===== src/rtl/lcd_bus_ctrl.sv =====
// HD44780 bus sequencer: turns each rising EN request in the core's LCD register into one
// timed setup/enable/hold transaction followed by the controller's command-execution wait.
module lcd_bus_ctrl #(
  parameter int unsigned T_AS_CYC   = 3,
  parameter int unsigned T_PW_CYC   = 25,
  parameter int unsigned T_H_CYC    = 2,
  parameter int unsigned T_EXEC_CYC = 2000,
  parameter int unsigned T_CLR_CYC  = 82000
) (
  input  logic        i_clk,
  input  logic        i_rst_n,
  input  logic [31:0] i_lcd_reg,
  input  logic [7:0]  i_lcd_data,
  output logic        o_lcd_on,
  output logic        o_lcd_en,
  output logic        o_lcd_rs,
  output logic        o_lcd_rw,
  output logic [7:0]  o_lcd_data,
  output logic        o_lcd_data_oe,
  output logic        o_busy,
  output logic [7:0]  o_rd_data,
  output logic        o_rd_vld,
  output logic        o_ovr
);

  localparam int unsigned MAX_AB  = (T_AS_CYC > T_PW_CYC) ? T_AS_CYC : T_PW_CYC;
  localparam int unsigned MAX_ABC = (MAX_AB > T_H_CYC) ? MAX_AB : T_H_CYC;
  localparam int unsigned MAX_EX  = (T_EXEC_CYC > T_CLR_CYC) ? T_EXEC_CYC : T_CLR_CYC;
  localparam int unsigned MAX_CYC = (MAX_ABC > MAX_EX) ? MAX_ABC : MAX_EX;
  localparam int unsigned CNT_W   = $clog2(MAX_CYC + 1);

  localparam logic [CNT_W-1:0] AS_LAST   = CNT_W'(T_AS_CYC - 1);
  localparam logic [CNT_W-1:0] PW_LAST   = CNT_W'(T_PW_CYC - 1);
  localparam logic [CNT_W-1:0] H_LAST    = CNT_W'(T_H_CYC - 1);
  localparam logic [CNT_W-1:0] EXEC_LAST = CNT_W'(T_EXEC_CYC - 1);
  localparam logic [CNT_W-1:0] CLR_LAST  = CNT_W'(T_CLR_CYC - 1);

  typedef enum logic [2:0] {
    S_IDLE,
    S_SETUP,
    S_PULSE,
    S_HOLD,
    S_WAIT
  } state_t;

  state_t           state_q;
  logic [CNT_W-1:0] cnt_q;

  // Only the register bits this block uses are captured.
  logic             on_q;
  logic             en_req_q;
  logic             en_prev_q;
  logic             rs_req_q;
  logic             rw_req_q;
  logic [7:0]       data_req_q;

  logic             lcd_en_q;
  logic             lcd_rs_q;
  logic             lcd_rw_q;
  logic [7:0]       lcd_data_q;
  logic             lcd_oe_q;
  logic             busy_q;
  logic [7:0]       rd_data_q;
  logic             rd_vld_q;
  logic             ovr_q;

  logic             strobe;
  logic             is_clr_home;
  logic [CNT_W-1:0] wait_last;
  logic             unused_reg_bits;

  assign unused_reg_bits = ^i_lcd_reg[30:11];

  assign strobe = en_req_q & ~en_prev_q;

  // Clear (0x01) and return-home (0x02/0x03) need the long execution time.
  assign is_clr_home = ~lcd_rs_q & ~lcd_rw_q & (lcd_data_q[7:2] == 6'd0) &
                       (lcd_data_q[1:0] != 2'd0);
  assign wait_last   = is_clr_home ? CLR_LAST : EXEC_LAST;

  always_ff @(posedge i_clk or negedge i_rst_n) begin
    if (!i_rst_n) begin
      state_q    <= S_IDLE;
      cnt_q      <= '0;
      on_q       <= 1'b0;
      en_req_q   <= 1'b0;
      en_prev_q  <= 1'b0;
      rs_req_q   <= 1'b0;
      rw_req_q   <= 1'b0;
      data_req_q <= 8'h00;
      lcd_en_q   <= 1'b0;
      lcd_rs_q   <= 1'b0;
      lcd_rw_q   <= 1'b0;
      lcd_data_q <= 8'h00;
      lcd_oe_q   <= 1'b1;
      busy_q     <= 1'b0;
      rd_data_q  <= 8'h00;
      rd_vld_q   <= 1'b0;
      ovr_q      <= 1'b0;
    end else begin
      on_q       <= i_lcd_reg[31];
      en_req_q   <= i_lcd_reg[10];
      rs_req_q   <= i_lcd_reg[9];
      rw_req_q   <= i_lcd_reg[8];
      data_req_q <= i_lcd_reg[7:0];
      en_prev_q  <= en_req_q;
      rd_vld_q   <= 1'b0;

      // Includes the edge where WAIT finishes: busy is still high then, so the request is lost.
      if (strobe && (state_q != S_IDLE)) begin
        ovr_q <= 1'b1;
      end

      if ((state_q != S_IDLE) && !on_q) begin
        state_q  <= S_IDLE;
        cnt_q    <= '0;
        lcd_en_q <= 1'b0;
        lcd_oe_q <= 1'b1;
        busy_q   <= 1'b0;
      end else begin
        case (state_q)
          S_IDLE: begin
            if (strobe && on_q) begin
              lcd_rs_q   <= rs_req_q;
              lcd_rw_q   <= rw_req_q;
              lcd_data_q <= data_req_q;
              lcd_oe_q   <= ~rw_req_q;
              busy_q     <= 1'b1;
              cnt_q      <= '0;
              state_q    <= S_SETUP;
            end
          end
          S_SETUP: begin
            if (cnt_q == AS_LAST) begin
              cnt_q    <= '0;
              lcd_en_q <= 1'b1;
              state_q  <= S_PULSE;
            end else begin
              cnt_q <= cnt_q + 1'b1;
            end
          end
          S_PULSE: begin
            if (cnt_q == PW_LAST) begin
              cnt_q    <= '0;
              lcd_en_q <= 1'b0;
              state_q  <= S_HOLD;
              if (lcd_rw_q) begin
                rd_data_q <= i_lcd_data;
                rd_vld_q  <= 1'b1;
              end
            end else begin
              cnt_q <= cnt_q + 1'b1;
            end
          end
          S_HOLD: begin
            if (cnt_q == H_LAST) begin
              cnt_q    <= '0;
              lcd_oe_q <= 1'b1;
              state_q  <= S_WAIT;
            end else begin
              cnt_q <= cnt_q + 1'b1;
            end
          end
          S_WAIT: begin
            if (cnt_q == wait_last) begin
              cnt_q   <= '0;
              busy_q  <= 1'b0;
              state_q <= S_IDLE;
            end else begin
              cnt_q <= cnt_q + 1'b1;
            end
          end
          default: begin
            cnt_q   <= '0;
            state_q <= S_IDLE;
          end
        endcase
      end
    end
  end

  assign o_lcd_on      = on_q;
  assign o_lcd_en      = lcd_en_q;
  assign o_lcd_rs      = lcd_rs_q;
  assign o_lcd_rw      = lcd_rw_q;
  assign o_lcd_data    = lcd_data_q;
  assign o_lcd_data_oe = lcd_oe_q;
  assign o_busy        = busy_q;
  assign o_rd_data     = rd_data_q;
  assign o_rd_vld      = rd_vld_q;
  assign o_ovr         = ovr_q;

endmodule

===== config.mk =====
export PLATFORM = sky130hd
export DESIGN_NAME = lcd_bus_ctrl
export DESIGN_NICKNAME = d
export VERILOG_FILES = /design/src/rtl/lcd_bus_ctrl.sv
export SDC_FILE = /design/constraint.sdc
export NUM_CORES = 1
export LEC_CHECK = 0
export CAP_MARGIN = 10
export CORE_UTILIZATION = 49
export CTS_BUF_LIST = sky130_fd_sc_hd__clkbuf_4 sky130_fd_sc_hd__clkbuf_8 sky130_fd_sc_hd__clkbuf_16
export DETAILED_ROUTE_END_ITERATION = 6
export GPL_TIMING_DRIVEN = 0
export PLACE_DENSITY = 0.8
export SYNTH_ARGS = -nofsm -noshare
export SYNTH_HDL_FRONTEND = slang
export SYNTH_SLANG_ARGS = --single-unit

===== constraint.sdc =====
create_clock -name i_clk -period 3.35 [get_ports i_clk]
set_clock_uncertainty 0.15 [all_clocks]
set_input_delay 0.5025 -clock i_clk [delete_from_list [all_inputs] [get_ports i_clk]]
set_output_delay 0.5025 -clock i_clk [all_outputs]
set_load 0.01 [all_outputs]

* After elaboration in Yosys (flattened, before gate mapping)
Index checks and enable logic that the tools add are counted.
** Cells by class
- Add/sub/neg operators :: 1
- Eq/ne operators :: 13
- Mux-type cells :: 31
- Bitwise operators :: 9
- Reductions and logical operators :: 17
** Operators by type and width (count)
- 17-bit 2-to-1 mux :: 7
- 17-bit case mux with 5 select lines :: 1
- 3-bit 2-to-1 mux :: 6
- 17-bit by 1-bit adder with 17-bit output (second input constant) :: 1
- 17-bit by 1-bit == test with 1-bit output (second input constant) :: 1
- 17-bit == test :: 1
- 17-bit by 2-bit == test with 1-bit output (second input constant) :: 1
- 17-bit by 5-bit == test with 1-bit output (second input constant) :: 1
- 3-bit != test (second input constant) :: 5
- 3-bit case mux with 5 select lines :: 1
- 1-bit 2-to-1 mux :: 13
- 3-bit AND reduction :: 4
- 3-bit nonzero test :: 4
- 3-bit by 2-bit == test with 1-bit output (second input constant) :: 2
- 6-bit logical NOT :: 1
- 1-bit case mux with 2 select lines :: 3
- 1-bit NOT :: 5
- 5-bit AND reduction :: 1
- 1-bit AND :: 4
- 4-bit AND reduction :: 1
- 3-bit by 1-bit == test with 1-bit output (second input constant) :: 1
- 3-bit == test (second input constant) :: 1
- 1-bit logical AND :: 3
- 3-bit logical NOT :: 1
- 2 further kinds :: 2
** Storage, ports and cells
- Register bits :: 56
- Input port bits :: 42
- Output and inout bits :: 24
- Word-level logic and storage cells :: 88

* Longest topological paths before layout
Gate-level depths: netlist of run 1.
- Depth in word-level cells :: 9
- Depth in mapped cells :: 9

* Worst setup path before layout of run 1
No wires, ideal clock.
- Path type :: register to register
- Start point :: register cnt_q[5]
- End point :: register state_q[0]
- Arrival :: 2644 ps
- Setup slack :: 476 ps
- Stages on the path, launching flop included :: 10
- Period minus slack after synthesis :: 2874 ps
- Cell sequence :: dfrtp_1 -> buf_6 -> or4_4 -> or4b_1 -> o211a_1 -> or3_1 -> buf_6 -> o21ai_4 -> buf_6 -> mux2i_1
** Between the ends
- Cells in the longest elaborated chain, start to end :: 3
- Elaborated cells on any way between the ends :: 9
- Classes of those cells :: eq/ne (8); reduce/logical (1)
** RTL lines
- start: declaration :: line 47 : logic [CNT_W-1:0] cnt_q;
- start signal: assignment :: line 139 : cnt_q <= cnt_q + 1'b1;
- start signal: assignment :: line 152 : cnt_q <= cnt_q + 1'b1;
- start signal: assignment :: line 161 : cnt_q <= cnt_q + 1'b1;
- 17-bit == test, or another cell as far along :: line 165 : if (cnt_q == wait_last) begin
- 3-bit != test (no source line)
- 5-bit AND reduction (no source line) *
- end signal: assignment :: line 159 : state_q <= S_WAIT;
- end signal: assignment :: line 168 : state_q <= S_IDLE;
- end signal: assignment :: line 175 : state_q <= S_IDLE;
- end: declaration :: line 46 : state_t state_q;
Every way passes the cells marked *; elsewhere a longest branch is shown, timed or not.
A chain may end at the register's enable or synchronous reset.

* Worst setup path in the final report of run 1
- Start point :: register cnt_q[12]
- End point :: register state_q[0]
The elaborated chain is that of the path after synthesis.

==> results.rst, run 1 <==
.. list-table::
   :header-rows: 1

   * - Metric
     - Value
   * - Final WS setup
     - 0.2239 ns
   * - Maximum number of pins on one net before global-route repair
     - 36
   * - Height of the chip
     - 75.16 microns
   * - Library cell contributing the largest single delay on the critical path
     - or4_4
   * - Die Footprint
     - 0.005648 sq mm
   * - Share of the synthesized netlist area taken by xor and xnor gates
     - 0%
   * - Final Max Slew Viols
     - 0
   * - DRC violation count after routing
     - 0
   * - Most common cell after layout, fill and taps aside
     - nand2_1
   * - Wire length per cell
     - 14.70 microns
   * - Count of flip-flops with a built-in enable after synthesis
     - 0
   * - Hold_ws
     - -0.004600 ns
   * - Fraction of the mapped netlist area in adder cells
     - 1.908%
   * - Cell repeated most along the worst path
     - buf_6
   * - Final cell utilization of the core
     - 63.58%
   * - Primary flip-flop cell chosen by synthesis mapping
     - dfrtp_1
   * - Cell count after synthesis
     - 279
   * - Outcome
     - complete, but fails checks
   * - Via density per instance
     - 5.628
   * - Overall power after layout
     - 1.432 mW
   * - Portion of netlist area occupied by mux cells
     - 0.7634%
   * - Met3 WL post-DR
     - 279 microns
   * - DRT iter0 DRCs
     - 177
   * - Die extent in x
     - 75.16 microns
   * - Power density of the placed cells
     - 438.1 mW/mm^2
   * - CTS hold repair buffers
     - 0
   * - Starting Density
     - 51.02%
   * - GRT Residual Overflow
     - 0
   * - Final hold violation count
     - 11
   * - Combinational family with the most area after synthesis
     - simple AND/OR/NAND/NOR gates
   * - Insertion delay of the later-clocked pin in the worst-skew pair
     - 0.32 ns
   * - Post-CTS Setup Inserts
     - 0
   * - Worst Path Required
     - 3.44 ns
   * - Layout-stage area growth over the synthesis result
     - 24.62%
   * - Total GRT Usage
     - 22.60%
   * - Yosys warning total
     - 0
   * - Met2 routed wirelength
     - 2.874 mm
   * - TritonCTS clock tree
     - done
   * - Post-synthesis simple-gate area fraction
     - 28.01%
   * - Number of clock buffers inserted by TritonCTS
     - 5
   * - Failing checks
     - hold timing
   * - Highest metal used
     - met4
   * - Antenna violations before repair
     - 0
   * - Nets
     - 378
   * - Maximum clock insertion buffer count
     - 2
   * - Clock net sink count
     - 56
   * - Element type at the critical path end
     - register
   * - Number of standard-cell rows in the floorplan
     - 26
   * - Global placement routability congestion
     - 0.9217
   * - Final period demand of the worst path
     - 3.126 ns
   * - Async S/R FF share, synth
     - 100.0%
   * - Net count of the mapped netlist
     - 325
   * - Detailed placer's ending HPWL
     - 4.262 mm
   * - DR pass1 iterations
     - 4
   * - Post-synthesis compound-gate area fraction
     - 11.98%
   * - Startpoint class of the critical path
     - register
   * - Fill cell total of the finished layout
     - 436
   * - Commonest cells after routing, fill and taps aside
     - 84 x nand2_1, 55 x dfrtp_1, 44 x clkdlybuf4s50_1
   * - Class of the most critical hold timing path
     - in -> async
   * - Placeable core area
     - 0.005140 sq mm
   * - Sequential element share of the synthesized area
     - 53.48%
   * - Maximum achievable frequency
     - 0.3199 GHz
   * - Data arrival time of the worst path
     - 3.22 ns
   * - Headroom to the max-slew limit
     - 49.83%
   * - Area of the mapped netlist
     - 0.002623 sq mm
   * - Share of the clock period used by the worst path
     - 93.32%
   * - Clock tree root driver cell
     - clkbuf_8
   * - Setup slack after placement
     - 0.2549 ns
   * - Cells along the critical path
     - or4_4 > or4b_1 > o211a_1 > or3_1 > buf_6 > o21ai_4 > buf_6 > mux2i_1
   * - Maximum cell stage delay along the critical path
     - 0.56 ns
   * - Standard cell area after detailed placement
     - 0.003176 sq mm
   * - First-pass GRT wire length
     - 9.563 mm
   * - Cell leakage power
     - 1.396 nW
   * - Count of different cell masters after synthesis
     - 40
   * - Cell area after layout
     - 0.003268 sq mm
   * - Overall via count from detail_route
     - 2268
   * - Area taken by flip-flops and latches
     - 0.001403 sq mm
   * - RSZ-0062 raised after global routing
     - no
   * - DRT Wirelength
     - 5.923 mm
   * - Post-CTS clock slew at the launch and capture registers of the worst setup and hold paths
     - 0.10 ns
   * - Routed met1 length
     - 2.711 mm
   * - Max Fanout on Critical Path
     - 10
   * - Antenna cell count
     - 0
   * - Fraction of layout instances using a drive strength above 1
     - 6.607%
   * - Maximum level of the CTS H-tree
     - 2
   * - Worst Max-Slew Pin Slew
     - 0.7525 ns
   * - Max_cap viols
     - 0
   * - Post-synthesis register bit count
     - 56
   * - Critical path class
     - reg -> reg
   * - Post-CTS resize count
     - 0
   * - Vias in the first global route
     - 2062
   * - Highest ir drop seen on vdd
     - 0.2819 mV
   * - Area taken by multi-input logic gates
     - 0.001119 sq mm
   * - Input/output buffers
     - 45
   * - Io pins
     - 66
   * - Synth Area per Inst
     - 9.400 sq um
   * - Post-route ant nets
     - 0
   * - Number of endpoints failing setup at the final stage
     - 0
kinds of logic after synthesis:
| group | count (synthesis) |
|---|---|
| simple gates | 155 |
| flops | 56 |
| fa+ha+maj | 4 |
| mux | 2 |
| buf+inv | 21 |
| compound gates | 41 |
worst max-delay path, delay by kind of cell, from the launching register on:
family / cells / cell delay [ns]
and+or+nand+nor: 3 / 1.45
AOI/OAI and AO/OA: 2 / 0.44
muxes: 1 / 0.19
buffers and inverters: 2 / 0.34
DFF: 1 / 0.47
path summary, 6_finish.rpt:
path | start | end | slack, ns | cells past startpoint
max in group asynchronous | i_rst_n | o_lcd_data_oe | 2.43 | 2
min in group i_clk | en_req_q | en_prev_q | 0.23 | 0
setup / recovery | cnt_q[12] | state_q[0] | 0.22 | 8
hold reg to reg | en_req_q | en_prev_q | 0.23 | 0
setup reg to reg | cnt_q[12] | state_q[0] | 0.22 | 8
hold / removal | i_rst_n | cnt_q[15] | -0.005 | 1
layout make-up:
| cell class | instances | area share (%) |
|---|---|---|
| Inverter | 7 | 0.8040 |
| Buffer | 14 | 2.297 |
| Tap cell | 70 | 2.680 |
| Clock buffer | 6 | 2.335 |
| Multi-Input combinational cell | 202 | 34.23 |
| Clock inverter | 2 | 0.4977 |
| Timing Repair Buffer | 46 | 14.24 |
| Sequential cell | 56 | 42.92 |
per-stage QoR:
| stage | cells | TNS (ns) |
|---|---|---|
| final | 403 | 0 |
| after global routing | 403 | 0 |
| after CTS | 403 | 0 |
| after detailed placement | 395 | 0 |
| after global placement | 394 | -1.105 |
| after floorplan | 279 | 0 |
cell usage after synthesis, types with 4 or more instances:
| cell | count | area, sq um |
|---|---|---|
| nor4_1 | 6 | 37.54 |
| o211ai_1 | 6 | 45.04 |
| nand3_1 | 18 | 90.09 |
| nand4_1 | 6 | 37.54 |
| o21ai_0 | 8 | 40.04 |
| o311ai_0 | 5 | 43.79 |
| dfrtp_1 | 55 | 1376 |
| clkbuf_1 | 11 | 41.29 |
| nand2_1 | 84 | 315.3 |
| ha_1 | 4 | 50.05 |
| and3_1 | 7 | 43.79 |
| or3_1 | 8 | 50.05 |
| inv_1 | 7 | 26.28 |
| nor2_1 | 11 | 41.29 |
state kept, by name (all words and copies together) (netlist names):
signal	cells
en_prev_q	1
o_lcd_rs	1
o_lcd_en	1
o_busy	1
o_rd_vld	1
o_lcd_data	8
o_lcd_rw	1
o_rd_data	8
o_lcd_data_oe	1
rs_req_q	1
o_ovr	1
state_q	3
en_req_q	1
data_req_q	8
cnt_q	17
rw_req_q	1
o_lcd_on	1
per-layer routing:
layer	vias to the layer above	global-route usage (%)
met5	-	0
met4	0	7.819
met3	7	3.079
met2	62	37.04
met1	1114	31.12
li1	1085	-
report_power, final:
part           switching (mW)  leakage [nW]  total [mW]  internal, mW
Clock                   0.223        0.0448       0.381         0.157
Combinational           0.135         0.668       0.279         0.144
Sequential             0.0417         0.683       0.772         0.730
Total                   0.400          1.40        1.43          1.03
(Power assumes the default switching activity.)
==> run 2, diff against run 1 <==
Settings changed: REMOVE_ABC_BUFFERS from default to 1.
==> results.rst, run 2 (synthesized netlist as in run 1, its figures left out) <==
.. list-table::
   :header-rows: 1

   * - Metric
     - Value
   * - Outcome
     - finished clean
   * - Worst Path Required
     - 3.38 ns (-0.06 ns)
   * - Starting Density
     - 51.02% (unchanged)
   * - Nets
     - 369 (-2.4%)
   * - Die extent in x
     - 75.16 microns (unchanged)
   * - Commonest cells after routing, fill and taps aside
     - 84 x nand2_1, 55 x dfrtp_1, 44 x clkdlybuf4s50_1
   * - R2R cell count
     - 7 (-1)
   * - Global placement routability congestion
     - 0.8234 (-11%)
   * - Maximum clock insertion buffer count
     - 2 (unchanged)
   * - Total GRT Usage
     - 20.95% (-1.6 points)
   * - Clock tree root driver cell
     - clkbuf_8
   * - Vias in the first global route
     - 1940 (-5.9%)
   * - Number of flip-flops under the largest register name
     - 17 (unchanged)
   * - Via density per instance
     - 5.528 (-1.8%)
   * - Power density of the placed cells
     - 442.9 mW/mm^2 (+1.1%)
   * - Share of the clock period used by the worst path
     - 96.03% (+2.7 points)
   * - Fill cell total of the finished layout
     - 451 (+3.4%)
   * - Clock net sink count
     - 56 (unchanged)
   * - DRC violation count after routing
     - 0 (unchanged)
   * - Most flop-heavy register
     - cnt_q
   * - Final Max Slew Viols
     - 0 (unchanged)
   * - Startpoint class of the critical path
     - register
   * - Critical path class
     - reg -> reg
   * - Beginning of the critical path
     - cnt_q[5]
   * - Input/output buffers
     - 45 (unchanged)
   * - Number of clock buffers inserted by TritonCTS
     - 5 (unchanged)
   * - Wire length per cell
     - 14.56 microns (-0.96%)
   * - Overall via count from detail_route
     - 2178 (-4.0%)
   * - First-pass GRT wire length
     - 8.983 mm (-6.1%)
   * - Detailed placer's ending HPWL
     - 4.008 mm (-6.0%)
   * - Most common cell after layout, fill and taps aside
     - nand2_1
   * - DRT Wirelength
     - 5.735 mm (-3.2%)
   * - Height of the chip
     - 75.16 microns (unchanged)
   * - Placeable core area
     - 0.005140 sq mm (unchanged)
   * - Antenna violations before repair
     - 0 (unchanged)
   * - RSZ-0062 raised after global routing
     - no
   * - Fraction of layout instances using a drive strength above 1
     - 7.099% (+0.49 points)
   * - TritonCTS clock tree
     - done
   * - Post-route ant nets
     - 0 (unchanged)
   * - Reg-to-reg slack, setup
     - 0.13 ns (-0.09 ns)
   * - Element type at the critical path end
     - register
   * - Highest ir drop seen on vdd
     - 0.3114 mV (+10%)
   * - Class of the most critical hold timing path
     - reg -> reg
   * - Final hold violation count
     - 0 (-11)
   * - Startpoint of the worst register-to-register path
     - cnt_q[5]
   * - Final period demand of the worst path
     - 3.217 ns (+0.09095 ns)
   * - Cell leakage power
     - 1.389 nW (-0.50%)
   * - DR pass1 iterations
     - 4 (unchanged)
   * - Io pins
     - 66 (unchanged)
   * - Number of standard-cell rows in the floorplan
     - 26 (unchanged)
   * - Number of endpoints failing setup at the final stage
     - 0 (unchanged)
   * - Post-CTS clock slew at the launch and capture registers of the worst setup and hold paths
     - 0.11 ns (about the same)
   * - Worst Max-Slew Pin Slew
     - 0.7907 ns (+0.03816 ns)
   * - Cell area after layout
     - 0.003241 sq mm (-0.84%)
   * - Headroom to the max-slew limit
     - 47.29% (-2.5 points)
   * - Standard cell area after detailed placement
     - 0.003112 sq mm (-2.0%)
   * - Post-Route Setup TNS
     - 0 ns (unchanged)
   * - Antenna cell count
     - 0 (unchanged)
   * - Max Fanout on Critical Path
     - 10 (unchanged)
   * - FF-to-FF End
     - cnt_q[7]
   * - Max_cap viols
     - 0 (unchanged)
   * - Maximum level of the CTS H-tree
     - 2 (unchanged)
   * - Maximum achievable frequency
     - 0.3108 GHz (-2.8%)
   * - Insertion delay of the later-clocked pin in the worst-skew pair
     - 0.32 ns (about the same)
   * - DRT iter0 DRCs
     - 152 (-14%)
   * - Die Footprint
     - 0.005648 sq mm (unchanged)
   * - Endpoint of the worst setup timing path
     - cnt_q[7]
   * - Layout-stage area growth over the synthesis result
     - 23.57%
   * - Data arrival time of the worst path
     - 3.24 ns (+0.02 ns)
   * - Maximum number of pins on one net before global-route repair
     - 36 (unchanged)
   * - Post-CTS resize count
     - 0 (unchanged)
   * - GRT Residual Overflow
     - 0 (unchanged)
==> run 2: repair_timing <==
item	in CTS	in global routing
setup buffers	0	3
endpoints found under the hold margin	7	0
hold buffers	1	0
setup endpoints to repair	0	5
==> run 2: report_power, final <==
group | leakage [nW] | internal, mW | switching, mW
combinational | 0.659 | 0.142 | 0.128
sequential | 0.683 | 0.730 | 0.0464
clock | 0.0463 | 0.154 | 0.235
total | 1.39 | 1.03 | 0.409
==> run 2: through the flow <==
step | utilization (%) | hold WS (ns) | power [mW] | std cells | setup WS, ns
2_1_floorplan | - | 0.05691 | 0.8920 | 265 | 0.4782
3_3_place_gp | 60.03 | 0.2042 | 1.043 | 380 | -0.02388
3_5_place_dp | 60.54 | 0.2122 | 1.056 | 382 | 0.07141
4_1_cts | 62.61 | 0.2355 | 1.442 | 391 | 0.05574
5_1_grt | 63.05 | 0.2458 | 1.497 | 394 | 0.07443
6_report | 63.05 | 0.2303 | 1.435 | 394 | 0.1330
==> run 2: critical path: stages (launching register included) <==
cell      delay (ns)
dfrtp_1         0.51
or4_4           0.55
or4b_1          0.55
o211a_1         0.24
or3_1           0.51
o21ai_4         0.23
buf_4           0.19
o311ai_0        0.16
==> run 2: worst min path at each step <==
stage	from	end	slack (ns)	cells past startpoint
2_1_floorplan	i_rst_n	cnt_q[0]	0.06	0
3_3_place_gp	en_req_q	en_prev_q	0.20	0
3_5_place_dp	en_req_q	en_prev_q	0.21	0
4_1_cts	en_req_q	en_prev_q	0.24	0
5_1_grt	en_req_q	en_prev_q	0.25	0
6_report	en_req_q	en_prev_q	0.23	0
==> run 2: cell type report <==
cell class / count / area (sq um) / share of cell area [%]
Sequential cell: 56 / 1403 / 43.28
Multi-Input combinational cell: 202 / 1119 / 34.52
Timing Repair Buffer: 51 / 509.2 / 15.71
Tap cell: 70 / 87.58 / 2.703
Clock buffer: 5 / 68.82 / 2.124
Clock inverter: 3 / 27.53 / 0.8494
Inverter: 7 / 26.28 / 0.8108
==> run 2: per-layer routing <==
| layer | vias to the layer above | track usage (%) | part of all wire (%) |
|---|---|---|---|
| met5 | - | 0 | 0 |
| met3 | 10 | 4.552 | 5.1 |
| li1 | 1070 | - | - |
| met2 | 77 | 33.33 | 47 |
| met4 | 0 | 4.938 | 0.96 |
| met1 | 1021 | 29.59 | 47 |
